[config.mk]
export PLATFORM = sky130hd
export DESIGN_NAME = regfile_write_arbiter
export DESIGN_NICKNAME = d
export VERILOG_FILES = /design/src/rtl/regfile_write_arbiter.sv
export SDC_FILE = /design/constraint.sdc
export NUM_CORES = 1
export LEC_CHECK = 0
export BUFFER_PORTS_ARGS = -buffer_cell sky130_fd_sc_hd__buf_2
export CAP_MARGIN = 20
export CORE_MARGIN = 10
export CORE_UTILIZATION = 47
export CTS_CLUSTER_DIAMETER = 80
export DETAILED_ROUTE_END_ITERATION = 12
export GPL_TIMING_DRIVEN = 1
export PLACE_DENSITY = 0.84
export SLEW_MARGIN = 10
export SYNTH_ARGS = -nofsm -noshare
export SYNTH_HDL_FRONTEND = slang
export SYNTH_SLANG_ARGS = --single-unit
export TNS_END_PERCENT = 30
[constraint.sdc]
create_clock -name CLK -period 4.25 [get_ports CLK]
set_clock_uncertainty 0.1 [all_clocks]
set_input_delay 0.6375 -clock CLK [delete_from_list [all_inputs] [get_ports CLK]]
set_output_delay 0.6375 -clock CLK [all_outputs]
set_load 0.02 [all_outputs]
[src/rtl/regfile_write_arbiter.sv]
// Round-robin arbiter sharing the register-file write port between ALU writeback (0) and load/multi-cycle writeback (1).
// Latency: ACK in the same cycle as REQ; WE3/WR3/WD3 one cycle after ACK; FWD1/FWD2 combinational off the registered write.
// Backpressure: at most one grant per cycle; the loser sees ACK=0 and holds REQ/ADDR/DATA until acked.
module regfile_write_arbiter #(
  parameter int DW = 32,
  parameter int AW = 5
) (
  input  logic          CLK,
  input  logic          RST,
  input  logic          REQ0,
  input  logic [AW-1:0] ADDR0,
  input  logic [DW-1:0] DATA0,
  output logic          ACK0,
  input  logic          REQ1,
  input  logic [AW-1:0] ADDR1,
  input  logic [DW-1:0] DATA1,
  output logic          ACK1,
  input  logic [AW-1:0] RR1,
  input  logic [AW-1:0] RR2,
  output logic          WE3,
  output logic [AW-1:0] WR3,
  output logic [DW-1:0] WD3,
  output logic          FWD1,
  output logic          FWD2,
  output logic          PRIO
);

  logic          grant0;
  logic          grant1;
  logic          any_grant;
  logic [AW-1:0] win_addr;
  logic [DW-1:0] win_data;

  // Grant selection: a lone requester always wins, a contested cycle goes to PRIO.
  // Grants depend only on requests and PRIO, never on the registered write stage.
  always_comb begin
    grant0 = 1'b0;
    grant1 = 1'b0;
    if (RST) begin
      if (REQ0 && REQ1) begin
        grant0 = ~PRIO;
        grant1 = PRIO;
      end else begin
        grant0 = REQ0;
        grant1 = REQ1;
      end
    end
  end

  assign ACK0      = grant0;
  assign ACK1      = grant1;
  assign any_grant = grant0 | grant1;

  // Winner mux: address and data of whichever requester holds the grant.
  always_comb begin
    win_addr = ADDR0;
    win_data = DATA0;
    if (grant1) begin
      win_addr = ADDR1;
      win_data = DATA1;
    end
  end

  // Write stage and priority: capture the winning write; x0 writes consume the slot without enabling.
  // Reset discards any pending write so nothing lands in the register file on the next edge.
  always_ff @(posedge CLK or negedge RST) begin
    if (!RST) begin
      WE3  <= 1'b0;
      WR3  <= '0;
      WD3  <= '0;
      PRIO <= 1'b0;
    end else if (any_grant) begin
      WE3  <= (win_addr != '0);
      WR3  <= win_addr;
      WD3  <= win_data;
      PRIO <= grant0;
    end else begin
      WE3  <= 1'b0;
    end
  end

  // Forwarding: the uncommitted write replaces a read of the same non-zero register.
  assign FWD1 = WE3 && (WR3 == RR1) && (RR1 != '0);
  assign FWD2 = WE3 && (WR3 == RR2) && (RR2 != '0);

endmodule

# ---- Yosys cells after proc, flatten, opt, wreduce, memory -nomap -nowiden
# Cells that the tools add are included.
dict set report totals {
  register_bits 39
  input_bits 88
  out_inout_bits 43
  word_cells 23
}
dict set report op_classes {
  eq_ne 2
  muxes 7
  bitwise 2
  reduce_logical 8
}
# op count
set op_table {}
lappend op_table {{32-bit two-way mux} 1}
lappend op_table {{5-bit nonzero test} 3}
lappend op_table {{5-bit equality test} 2}
lappend op_table {{1-bit logical AND} 5}
lappend op_table {{1-bit two-way mux} 5}
lappend op_table {{5-bit two-way mux} 1}
lappend op_table {{1-bit NOT} 1}
lappend op_table {{1-bit bitwise OR} 1}

# ---- Longest topological paths before layout
dict set report logic_depth {
  ltp_word 6
  depth_mapped 5
  ltp_nobuf 3
}

# ---- Worst setup path after synthesis
# Ideal clock, no wire load.
dict set report synth_timing {
  path_kind {input to output}
  start {input port RST}
  end {output port ACK1}
  t_arrival_ns 1.358
  t_required_ns 3.513
  setup_slack_ns 2.154
  cell_stages 4
  n_path_buf 2
  path_cell_list {nand2_2 -> buf_2 -> clkbuf_1 -> nor2_1}
}
dict set report synth_between {
  elab_chain_len 1
}
# item line
set synth_lines {}
lappend synth_lines {{start: declaration} 9} ;# input logic RST,
lappend synth_lines {{1-bit two-way mux} 39} ;# if (RST) begin
lappend synth_lines {{end: declaration} 17} ;# output logic ACK1,
# Every way passes these cells.

# ---- Worst setup path after layout
# Ends and elaborated chain as after synthesis.

==> out/summary.md <==
* 1.344 nW — Leak Pwr
* primary output — critical path endpoint category
* 40.33% — fraction of final layout cells with drive strength greater than 1
* 244 — Mapped Cells
* 90 — DRT iter0 DRCs
* 406 — count of placed standard cells including taps
* input port to primary output — critical path class
* 0 — number of buffers inserted to repair setup after CTS
* 25 — post-synthesis cell type count
* buf_2 — most frequent cell on the critical path
* dfrtp_1, or3b_1, a31oi_1 — largest cells by area after synthesis
* 4 — iteration count of the initial detailed-routing pass
* 0.6563 ns — actual transition at the worst max-transition pin
* 0 — remaining routing DRC violations
* 0 — number of antenna cells inserted
* 0 ns — setup TNS
* 449 — final net count
* dfrtp_1 — leading area contributor after synthesis
* 0 — Final ANT Viol Nets
* dfrtp_1, nor2_1, a31oi_1, or3b_1, o21ai_1 — Commonest cells post-synth
* 0 — number of hold-slack violations in the final timing report
* complete, no violations — run status
* input port — type of origin of the critical path
* 88.35 microns — Die X-Extent
* 47 — maximum number of pins on one net before global-route repair
* dfrtp_1 — Primary FF master, synth
* 2.20 ns — reg-to-reg setup timing slack
* 0 — final-report max-slew violation count
* 4444 sq um — Core Footprint
* input port to asynchronous set/reset pin — hold crit path type
* 42 — worst-path maximum fanout
* 10.60 mm — first-pass GRT wire length
* 414 — Finished Layout Cells
* nand2_2 — cell with the largest stage delay on the worst path
* 16.43 microns — average detailed-routed wire length per instance
* 5 — TritonCTS buffer count
* 0 — final setup violation count
* 0.7762 — final estimated routing congestion in global placement
* 0.0001853 V — VDD IR max
* 24 — num rows
* 33.39% — Area growth, synth to finish
* 88.35 microns — Die Ht
* 2 — H-tree depth reported by CTS
* 0.50 ns — Max stage delay on crit path
* 357.5 nW/um^2 — total power per unit cell area
* 0 — number of enable-type register cells in the synthesized netlist
* 39 — # clock sinks
* yes — clock tree from TritonCTS
* 44.44% — share of the synthesized area in the top cell type
* 2.669 ns — minimum clock period
* 2196 sq um — netlist area before placement
* 0 — count of warnings emitted by yosys
* 0 — aggregate global routing overflow
* 332 — synthesized net count
* 2 — maximum buffer depth of the clock tree
* clkbuf_8 — clock root buffer master
* 3.51 ns — required time of the critical path
* 5.273 mm — half-perimeter wire length after detailed placement
* no — setup repair after global routing missed its margin
* 44.44% — sequential-to-total area share from yosys stat
* 62.80% — final worst-path cycle share
* 39 — post-synthesis register bit count
* 374.7 MHz — top achievable clock speed
* 1.93 ns — Critical Path AT
* 0 — number of max-cap violations
* buf_2 > nand2_2 > nor2_1 > buf_2 — cell breakdown of the critical path
* 0.2010 ns — worst hold margin
* 2284 — vias in the first global route
* 1.047 mW — overall power consumption
* 49.41% — Starting Density
* 0.29 ns — clock latency on the worst-skew pair
* dfrtp_1 — most common cell in the synthesized netlist
* 0 — cts repair resizes
* 2223 — via count
* 0.07 ns — CTS clock-pin slew for the worst setup and hold paths
* 5.370 — via count normalized by instance count
* 7806 sq um — die footprint
* 8.999 sq um — synthesized area divided by synthesized cell count
* 131 — I/O pin count
* 56.09% — relative slew slack
* 0 — antenna violations before repair
* 100.0% — fraction of registers with async set/reset
* 6.802 mm — total wire length
* 130 — Port Buf Inserts
* 0 — count of hold buffers inserted by post-cts repair
* 16.86% — Total GRT Usage
* 4 — R2R depth
cell usage in the layout (no fill, tap or decap), drive strengths merged:
| cell type | count |
|---|---|
| xor2 | 6 |
| nor4 | 2 |
| o21bai | 1 |
| or4 | 2 |
| a31oi | 37 |
| nor2 | 38 |
| inv | 1 |
| nor3 | 3 |
| o21ai | 40 |
| or2 | 2 |
| nand2 | 4 |
| nor2b | 1 |
| a21oi | 1 |
| dfrtp | 39 |
| or3b | 37 |
| buf | 134 |
| o21a | 1 |
| and4 | 2 |
| o311a | 1 |
| clkbuf | 8 |
| xnor2 | 2 |
state kept, by name, indices dropped and copies added, names as in the netlist:
register / cells
PRIO: 1
WR3: 5
WD3: 32
WE3: 1
cells by family after synthesis:
family / count (synthesis) / share of synthesized area [%]
AO/OA/AOI/OAI: 81 / 21.03
XOR/XNOR: 8 / 3.191
buffers and inverters: 25 / 5.356
AND/OR/NAND/NOR: 91 / 25.98
flip-flops: 39 / 44.44
worst paths after layout:
path,from,end
setup / recovery,RST,ACK1
hold / removal,RST,PRIO
setup reg to reg,PRIO,WE3
hold reg to reg,WD3[8],WD3[8]
max in group asynchronous,RST,WD3[2]
min in group CLK,WD3[8],WD3[8]
through the flow:
stage	instance area (sq um)	utilization, %	worst slack, ns
finish	2929	65.91	1.581
CTS	2929	65.91	1.526
detailed placement	2829	63.65	1.479
global route	2929	65.91	1.388
floorplan	2196	-	2.154
global placement	2829	63.65	1.581
critical path, delay by kind of cell:
kind / cells / cell delay [ns]
simple gates: 2 / 0.71
buf+inv: 2 / 0.58
layout make-up:
cell class	instances	area, sq um
multi-input cells	180	1104
well taps	52	65.06
fillers	402	1515
repair buffers	134	680.7
clock buffers	8	100.1
inverters	1	3.754
flip-flops and latches	39	975.9
metal layers:
metal / vias up / routed length (microns) / global-route usage, %
met1: 990 / 2730 / 18.99
met4: 0 / 69 / 3.965
li1: 1130 / - / -
met2: 95 / 3278 / 28.94
met3: 8 / 724 / 7.169
met5: - / 0 / 0
report_power, final:
part	switching, mW	internal (mW)	leakage [nW]	total [mW]
sequential	0.0349	0.422	0.438	0.457
clock	0.128	0.148	0.0515	0.277
combinational	0.191	0.123	0.855	0.314
Power figures use the tool's default switching activity.
